==> config.mk <==
export PLATFORM = sky130hd
export DESIGN_NAME = servo_position_sequencer
export DESIGN_NICKNAME = d
export VERILOG_FILES = /design/src/rtl/servo_position_sequencer.sv
export SDC_FILE = /design/constraint.sdc
export NUM_CORES = 1
export LEC_CHECK = 0
export ABC_AREA = 1
export ABC_CLOCK_PERIOD_IN_PS = 1550
export BUFFER_PORTS_ARGS = -buffer_cell sky130_fd_sc_hd__buf_4
export CAP_MARGIN = 20
export CELL_PAD_IN_SITES_DETAIL_PLACEMENT = 0
export CELL_PAD_IN_SITES_GLOBAL_PLACEMENT = 2
export CORE_MARGIN = 1.5
export CORE_UTILIZATION = 34
export DETAILED_ROUTE_END_ITERATION = 8
export HOLD_SLACK_MARGIN = 0.15
export PLACE_DENSITY_LB_ADDON = 0.1
export SETUP_SLACK_MARGIN = 0.2
export SLEW_MARGIN = 20
export SYNTH_ARGS = -nofsm -noshare
export SYNTH_HDL_FRONTEND = slang
export SYNTH_SLANG_ARGS = --single-unit
==> constraint.sdc <==
create_clock -name clk -period 1.55 [get_ports clk]
set_input_delay 0.2325 -clock clk [delete_from_list [all_inputs] [get_ports clk]]
set_output_delay 0.2325 -clock clk [all_outputs]
set_load 0.05 [all_outputs]
==> src/rtl/servo_position_sequencer.sv <==
// Position command source for the SG90 PWM controller: debounced manual stepping or
// automatic back-and-forth sweep, with every position change aligned to a PWM frame end.
`timescale 1ns/1ps
module servo_position_sequencer #(
    parameter int         DEBOUNCE_CYCLES = 240000,
    parameter int         FRAME_CYCLES    = 262144,
    parameter int         DWELL_FRAMES    = 10,
    parameter logic [2:0] HOME_POS        = 3'd0
) (
    input  logic       clk,
    input  logic       rst,
    input  logic       btn_up,
    input  logic       btn_dn,
    input  logic       sweep_en,
    output logic [2:0] position,
    output logic       frame_tick,
    output logic       at_limit,
    output logic [1:0] fsm_state
);

    typedef enum logic [1:0] {MANUAL = 2'd0, SWEEP_UP = 2'd1, SWEEP_DN = 2'd2} state_t;
    typedef enum logic [1:0] {REQ_NONE = 2'd0, REQ_UP = 2'd1, REQ_DN = 2'd2} req_t;

    localparam int DBW = (DEBOUNCE_CYCLES > 1) ? $clog2(DEBOUNCE_CYCLES) : 1;
    localparam int FW  = (FRAME_CYCLES > 1) ? $clog2(FRAME_CYCLES) : 1;
    localparam int DWW = (DWELL_FRAMES > 1) ? $clog2(DWELL_FRAMES) : 1;

    logic [2:0]          sync1, sync2;      // {sweep_en, btn_dn, btn_up}
    logic [1:0][DBW-1:0] db_cnt;
    logic [1:0]          db_level;
    logic [1:0]          press;             // one-cycle accepted 0->1 events {dn, up}
    logic [FW-1:0]       frame_cnt;
    state_t              state, state_next;
    req_t                pending, pending_next, press_req;
    logic [DWW-1:0]      dwell, dwell_next;
    logic [2:0]          position_next;
    logic                sweep_s;

    assign sweep_s = sync2[2];

    always_ff @(posedge clk or negedge rst) begin
        if (!rst) begin
            sync1 <= '0;
            sync2 <= '0;
        end else begin
            sync1 <= {sweep_en, btn_dn, btn_up};
            sync2 <= sync1;
        end
    end

    always_ff @(posedge clk or negedge rst) begin
        if (!rst) begin
            db_cnt   <= '0;
            db_level <= '0;
            press    <= '0;
        end else begin
            for (int i = 0; i < 2; i++) begin
                press[i] <= 1'b0;
                if (sync2[i] == db_level[i]) begin
                    db_cnt[i] <= '0;
                end else if (db_cnt[i] == DBW'(DEBOUNCE_CYCLES - 1)) begin
                    db_level[i] <= sync2[i];
                    db_cnt[i]   <= '0;
                    press[i]    <= sync2[i];
                end else begin
                    db_cnt[i] <= db_cnt[i] + DBW'(1);
                end
            end
        end
    end

    // frame_tick is registered so it is high exactly while frame_cnt holds its last value
    always_ff @(posedge clk or negedge rst) begin
        if (!rst) begin
            frame_cnt  <= '0;
            frame_tick <= 1'b0;
        end else begin
            frame_tick <= (frame_cnt == FW'(FRAME_CYCLES - 2));
            if (frame_cnt == FW'(FRAME_CYCLES - 1)) frame_cnt <= '0;
            else                                    frame_cnt <= frame_cnt + FW'(1);
        end
    end

    always_ff @(posedge clk or negedge rst) begin
        if (!rst) begin
            state    <= MANUAL;
            pending  <= REQ_NONE;
            dwell    <= '0;
            position <= HOME_POS;
        end else begin
            state    <= state_next;
            pending  <= pending_next;
            dwell    <= dwell_next;
            position <= position_next;
        end
    end

    always_comb begin
        state_next    = state;
        pending_next  = pending;
        dwell_next    = dwell;
        position_next = position;
        case (press)
            2'b01:   press_req = REQ_UP;
            2'b10:   press_req = REQ_DN;
            default: press_req = REQ_NONE;
        endcase
        case (state)
            MANUAL: begin
                if (frame_tick) begin
                    if (sweep_s) begin
                        state_next   = (position == 3'd7) ? SWEEP_DN : SWEEP_UP;
                        dwell_next   = '0;
                        pending_next = REQ_NONE;
                    end else begin
                        if (pending == REQ_UP && position != 3'd7)
                            position_next = position + 3'd1;
                        else if (pending == REQ_DN && position != 3'd0)
                            position_next = position - 3'd1;
                        // a press on the tick cycle is kept for the next frame
                        pending_next = (press != 2'b00) ? press_req : REQ_NONE;
                    end
                end else if (press != 2'b00) begin
                    pending_next = press_req;
                end
            end
            SWEEP_UP, SWEEP_DN: begin
                pending_next = REQ_NONE;
                if (frame_tick) begin
                    if (!sweep_s) begin
                        state_next = MANUAL;
                        dwell_next = '0;
                    end else if (dwell == DWW'(DWELL_FRAMES - 1)) begin
                        dwell_next = '0;
                        if (state == SWEEP_UP) begin
                            position_next = position + 3'd1;
                            if (position == 3'd6) state_next = SWEEP_DN;
                        end else begin
                            position_next = position - 3'd1;
                            if (position == 3'd1) state_next = SWEEP_UP;
                        end
                    end else begin
                        dwell_next = dwell + DWW'(1);
                    end
                end
            end
            default: state_next = MANUAL;
        endcase
    end

    assign at_limit  = (position == 3'd0) || (position == 3'd7);
    assign fsm_state = state;

endmodule

==> run_results.csv, run 1 <==
group,metric,value,unit
critical_path,rrSetupSlack,0.04,ns
critical_path,crit_path_end_kind,"output port",
synth,netlist_area,4096,µm²
route,drc,0,
global_route,grt_pass1_wl,17130,µm
clock_network,worstSkewPairLatency,0.34,ns
critical_path,r2r_end,"position[0]$_DFFE_PN0P_",
synth,synth_warnings,0,
final_layout,n_antenna_cell,0,
status,violations,"negative setup slack",
power_and_ir_drop,p_leak,2.770,nW
global_route,antenna_found_initial,0,
status,status,"complete, but fails checks",
critical_path,crit_family,"flip-flops",
floorplan,initial_core_util,35.42,%
sta,clock_skew,0.006553,ns
final_layout,layout_common_cells,"nand2_1 (97), dfrtp_1 (65), nor2_1 (61)",
critical_path,slowest_delay,0.45,ns
route,initialDrtViolationCount,174,
floorplan,core,11560,µm²
sta,slew_viol_final,0,
final_layout,final_core_util,53.60,%
global_route,grt_max_degree,34,
clock_network,cts_tree,"yes",
hold_path,hp-start,"sync1[1]$_DFF_PN0_",
critical_path,criticalPathCategory,"flop to output port",
place,place_congestion,0.7935,
power_and_ir_drop,power_per_cell_area,694.2,nW/µm²
hold_path,hp-class,"flop to flop",
critical_path,cp_data_required_time,1.32,ns
critical_path,crit_top_cell,"ha_4",
floorplan,rows,39,
hold_path,holdPathStages,0,
floorplan,io_pins,12,
clock_network,clkSlewWorstSetupHoldPaths,0.06,ns
critical_path,worstPathArrival,1.39,ns
place,io_buffers,11,
synth,avgSynthCellArea,7.923,µm²
critical_path,crit_slowest_cell,"dfrtp_2",
global_route,grt_pass1_vias,3602,
global_route,grt_usage,17.12,%
hold_path,hold_end,"sync2[1]$_DFF_PN0_",
critical_path,cp-start-kind,"flop",
run,maxCapViolCount,0,
clock_network,cts_sinks,76,
synth,syn-num-nets,537,
clock_network,cts_max_level,3,
floorplan,fp.dieW,112.8,µm
route,drt-pass1-iter-count,4,
sta,rsz0062_at_grt,"yes",
synth,ys_seq_area_share,46.43,%
sta,tightestPinTransition,0.4640,ns
floorplan,die-area,12720,µm²
route,postRouteAntennaNets,0,
sta,slew-limit-headroom,69.06,%
final_layout,syn_to_final_growth,51.31,%
route,avgViaCountPerCell,4.874,
critical_path,worstPathMaxFanout,4,
clock_network,numCtsBuffers,9,
clock_network,clockBufferDepth,2,
sta,finalHoldViolations,0,
critical_path,critical_path_buf_inv_count,2,
route,dr_total_vias,3724,
synth,synth_cells,517,
sta,finalCritPeriodShare,104.5,%
synth,ys_seq_elements,76,
final_layout,layout-drive-gt1-share,42.03,%
clock_network,root_buffer,"clkbuf_16",
sta,setup_viol,1,
route,wl_per_cell,13.78,µm
sta,fmax,0.6176,GHz
power_and_ir_drop,irDropWorstVdd,530.4,µV
synth,ys_types,26,
global_route,overflow,0,
final_layout,layout_commonest_cell,"nand2_1",
sta,fin_ws,-0.06922,ns
final_layout,final_nets,636,
critical_path,r2r_start,"position[0]$_DFFE_PN0P_",
route,wl,10530,µm
place,pre_cts_ws,-0.02334,ns
floorplan,fp.dieH,112.8,µm
critical_path,worstPathCellList,"ha_4 -> ha_4 -> inv_4 -> nand2_4 -> buf_8",
critical_path,reg2regPathDepth,10,
sta,fin_crit,1.619,ns
place,place_hpwl,6833,µm
worst max-delay path by stage:
stage	end	cells past startpoint	slack, ns	from
finish	at_limit	5	-0.07	position[0]$_DFFE_PN0P_
CTS	at_limit	5	-0.08	position[1]$_DFFE_PN0P_
floorplan	position[2]$_DFFE_PN0P_	9	0.02	fsm_state[1]$_DFFE_PN0P_
global placement	position[2]$_DFFE_PN0P_	9	-0.006	position[0]$_DFFE_PN0P_
global route	at_limit	5	-0.11	position[0]$_DFFE_PN0P_
detailed placement	dwell[2]$_DFFE_PN0P_	8	-0.02	fsm_state[0]$_DFFE_PN0P_
final cells by class:
class | count | area, µm²
clock inverter | 5 | 52.55
tap | 143 | 178.9
fill | 1076 | 5366
sequential | 76 | 1916
inverter | 60 | 244.0
multi-input combinational | 383 | 2750
clock buffer | 11 | 242.7
timing repair buffer | 86 | 814.5
cell families (layout without fill, tap and decap cells):
group,Yosys count,count (layout),share of synthesized area [%]
adder cells (fa/ha/maj),15,15,4.582
XOR/XNOR,31,31,6.628
flip-flops,76,76,46.43
buffers and inverters,60,162,5.498
AO/OA/AOI/OAI,29,29,3.787
AND/OR/NAND/NOR,306,308,33.08
cells in the mapped netlist:
cell type,n,area [µm²]
a21oi_1,15,75.07
dfrtp_1,76,1902
ha_1,15,187.7
inv_1,60,225.2
nand2_1,126,473.0
nand2_2,4,25.02
nand2_4,1,11.26
nand3_1,33,165.2
nand3_2,1,10.01
nand3b_1,3,22.52
nand4_1,11,68.82
nand4_2,1,12.51
nor2_1,93,349.1
nor2_2,7,43.79
nor2_4,3,33.78
nor3_1,17,85.08
nor3_2,1,10.01
nor3_4,1,16.27
nor3b_1,3,22.52
nor4_1,1,6.260
o211ai_1,2,15.01
o21ai_0,10,50.05
o21bai_1,1,7.510
o31ai_1,1,7.510
xnor2_1,8,70.07
xor2_1,23,201.4
timing repair:
item | in CTS | in global routing
pin swaps | 35 | 52
endpoints found under the setup margin | 52 | 60
gates resized for setup | 91 | 134
buffers inserted | 24 | 19
hold buffers | 4 | 0
cloned | 3 | 0
endpoints found under the hold margin | 32 | 0
sequential cells by signal (all words and copies together), names as in the netlist:
signal and count:
press 2, db_cnt 36, pending 2, sync2 3, sync1 3, db_level 2, frame_tick 1, dwell 4
fsm_state 2, frame_cnt 18, position 3
worst register-to-register path, delay by kind of cell (launching register included):
| family | cells | cell delay (ns) |
|---|---|---|
| fa+ha+maj | 2 | 0.34 |
| buf+inv | 2 | 0.18 |
| simple gates | 6 | 0.48 |
| flops | 1 | 0.45 |
routing by layer:
metal / global-route usage [%] / wire (µm) / up-vias
met5: 0 / 0 / -
li1: - / - / 1854
met2: 28.25 / 5134 / 44
met4: 6.582 / 193 / 0
met1: 21.99 / 4889 / 1809
met3: 3.856 / 313 / 17
power breakdown:
group          switching, mW  total [mW]  internal (mW)
Sequential            0.0196        2.02           2.00
Clock                  0.834        2.12           1.28
Combinational         0.0987       0.163         0.0640
metrics by stage:
step                      power (mW)   TNS [ns]  cell area (µm²)  hold slack (ns)  std cells
after global routing           4.477    -0.1831             6198           0.3673        764
after floorplan                2.090          0             4140         -0.06309        517
final                          4.303   -0.06922             6198           0.3504        764
after detailed placement       2.181   -0.04822             4629           0.2221        698
after global placement         2.180  -0.007546             4629           0.2226        698
after CTS                      4.352   -0.07666             5525           0.3510        745
Power figures use the tool's default switching activity.
==> run 2, diff against run 1 <==
--- a/config.mk
+++ b/config.mk
@@ -6,8 +6,8 @@
 export NUM_CORES = 1
 export LEC_CHECK = 0
 export ABC_AREA = 1
-export ABC_CLOCK_PERIOD_IN_PS = 1550
-export BUFFER_PORTS_ARGS = -buffer_cell sky130_fd_sc_hd__buf_4
+export ABC_CLOCK_PERIOD_IN_PS = 1400
+export BUFFER_PORTS_ARGS = -buffer_cell sky130_fd_sc_hd__buf_2
 export CAP_MARGIN = 20
 export CELL_PAD_IN_SITES_DETAIL_PLACEMENT = 0
 export CELL_PAD_IN_SITES_GLOBAL_PLACEMENT = 2
==> constraint.sdc (replaced) <==
create_clock -name clk -period 1.4 [get_ports clk]
set_input_delay 0.21 -clock clk [delete_from_list [all_inputs] [get_ports clk]]
set_output_delay 0.21 -clock clk [all_outputs]
set_load 0.05 [all_outputs]
==> run 2 against run 1 <==
  * The run still ends with negative setup slack left
  * Design area increased by 12%
  * Critical endpoint unchanged
  * Register-to-register slack got worse by 0.12 ns
  * Utilization increased by 6.6 points
  * Clock-buffer cell count unchanged
  * Critical path depth increased by 1
  * Clock power increased by 30%
  * Setup slack got worse by 0.18 ns
  * Final cell count increased by 7.1%
  * Combinational power increased by 38%
  * Clock skew increased by 0.0012 ns
  * Sequential share of layout area decreased by 3.3 points
  * Largest power group unchanged
==> run_results.csv, run 2 (same netlist as run 1, synthesis figures left out) <==
group,metric,value,unit
route,dr_total_vias,3887,
power_and_ir_drop,p_total,5.227,mW
clock_network,numCtsBuffers,9,
clock_network,cts_max_level,3,
status,status,"complete, but fails checks",
sta,finalCritPeriodShare,117.7,%
sta,slew_viol_final,0,
final_layout,layout_commonest_cell,"nand2_1",
clock_network,clkSlewWorstSetupHoldPaths,0.06,ns
final_layout,largest_reg_flops,36,
floorplan,initial_core_util,35.42,%
place,io_buffers,11,
critical_path,worstPathMaxFanout,4,
route,avgViaCountPerCell,4.752,
floorplan,io_pins,12,
final_layout,largest_register,"db_cnt",
critical_path,worstPathArrival,1.44,ns
final_layout,n_antenna_cell,0,
final_layout,instances_no_fill,818,
floorplan,fp.dieW,112.8,µm
sta,fmax,0.6067,GHz
sta,fin_ws,-0.2483,ns
sta,fin_tns_setup,-0.8928,ns
route,postRouteAntennaNets,0,
clock_network,cts_sinks,76,
sta,slew-limit-headroom,75.71,%
sta,rsz0062_at_grt,"yes",
place,place_hpwl,7257,µm
clock_network,root_buffer,"clkbuf_16",
global_route,grt_pass1_vias,3935,
sta,clock_skew,0.007798,ns
hold_path,hp-class,"primary input to async pin",
sta,hold_slack,0.3278,ns
final_layout,layout_common_cells,"nand2_1 (91), buf_4 (80), dfrtp_1 (63)",
route,initialDrtViolationCount,177,
floorplan,die-area,12720,µm²
critical_path,cp-start-kind,"flop",
sta,setup_viol,20,
clock_network,cts_tree,"yes",
global_route,grt_pass1_wl,18660,µm
sta,fin_crit,1.648,ns
power_and_ir_drop,irDropWorstVdd,628.9,µV
global_route,overflow,0,
final_layout,final_nets,690,
floorplan,rows,39,
critical_path,criticalPathCategory,"flop to output port",
floorplan,core,11560,µm²
final_layout,layout-drive-gt1-share,52.00,%
route,drc,0,
clock_network,clockBufferDepth,2,
route,drt-pass1-iter-count,4,
power_and_ir_drop,power_per_cell_area,751.4,nW/µm²
power_and_ir_drop,p_leak,3.155,nW
sta,finalHoldViolations,0,
sta,tightestPinTransition,0.3644,ns
floorplan,fp.dieH,112.8,µm
critical_path,rrSetupSlack,-0.08,ns
global_route,grt_max_degree,26,
final_layout,num-fill-cells,993,
place,dp_cells,737,
critical_path,cp_data_required_time,1.19,ns
global_route,grt_usage,18.44,%
clock_network,worstSkewPairLatency,0.34,ns
route,wl,11100,µm
final_layout,syn_to_final_growth,69.82,%
run,maxCapViolCount,0,
status,violations,"negative setup slack",
global_route,antenna_found_initial,0,
critical_path,crit_path_end_kind,"output port",
route,wl_per_cell,13.57,µm
final_layout,reg_top3,"db_cnt (36), frame_cnt (18), dwell (4)",
place,place_congestion,0.7765,
## run 2: cell types whose count changed in the layout (fill, tap and decap cells not counted), sizes merged
cell / before / now
buf: 82 / 136
bufinv: 1 / 3
clkinvlp: 2 / 0
clkinv: 3 / 1
inv: 59 / 61
## run 2: worst paths after layout
check,from,end,depth (start not counted)
worst min-delay path,rst,frame_cnt[10]$_DFF_PN0_,2
worst min register to register,sync1[2]$_DFF_PN0_,sync2[2]$_DFF_PN0_,0
max in group asynchronous,rst,db_cnt[7]$_DFF_PN0_,3
worst max-delay path,position[0]$_DFFE_PN0P_,at_limit,6
min in group clk,sync1[2]$_DFF_PN0_,sync2[2]$_DFF_PN0_,0
worst max register to register,position[0]$_DFFE_PN0P_,position[2]$_DFFE_PN0P_,11
## run 2: power by group
group          leakage [nW]  total (mW)  internal (mW)  switching, mW
Clock                 0.170        2.76           1.80          0.961
Combinational          1.98       0.225         0.0947          0.130
Sequential             1.01        2.24           2.22         0.0208
## run 2: timing repair
action	4_1_cts	5_1_grt
hold buffers	4	0
setup endpoints to repair	68	75
pin swaps	53	55
gates cloned	2	0
endpoints found under the hold margin	79	0
setup buffers	31	28
gates resized for setup	168	122
## run 2: layout make-up
cell class                 instances  area, µm²  area share, %
multi-input combinational        383       2955          42.48
sequential                        76       1918          27.57
clock buffer                      11      242.7          3.489
timing repair buffer             140       1301          18.71
inverter                          60      252.7          3.633
clock inverter                     5      107.6          1.547
tap                              143      178.9          2.572
## run 2: critical path, stage by stage, from the launching register on
cell	delay (ns)
dfrtp_2	0.44
ha_4	0.17
ha_4	0.16
inv_4	0.05
buf_6	0.09
nand2_4	0.04
buf_8	0.14
## run 2: per-layer routing
metal | routed length [µm] | GRT usage [%] | vias to the layer above
li1 | - | - | 1954
met1 | 5091 | 24.42 | 1892
met2 | 5659 | 30.85 | 34
met3 | 232 | 3.696 | 7
met4 | 114 | 5.148 | 0
met5 | 0 | 0 | -
## run 2: per-stage QoR
| step | worst slack [ns] | area (µm²) | util [%] |
|---|---|---|---|
| CTS | -0.2558 | 6210 | 53.69 |
| finish | -0.2483 | 6957 | 60.15 |
| detailed placement | -0.06822 | 4964 | 42.92 |
| global placement | -0.03147 | 4964 | 42.92 |
| floorplan | -0.1349 | 4207 | - |
| global route | -0.3038 | 6957 | 60.15 |
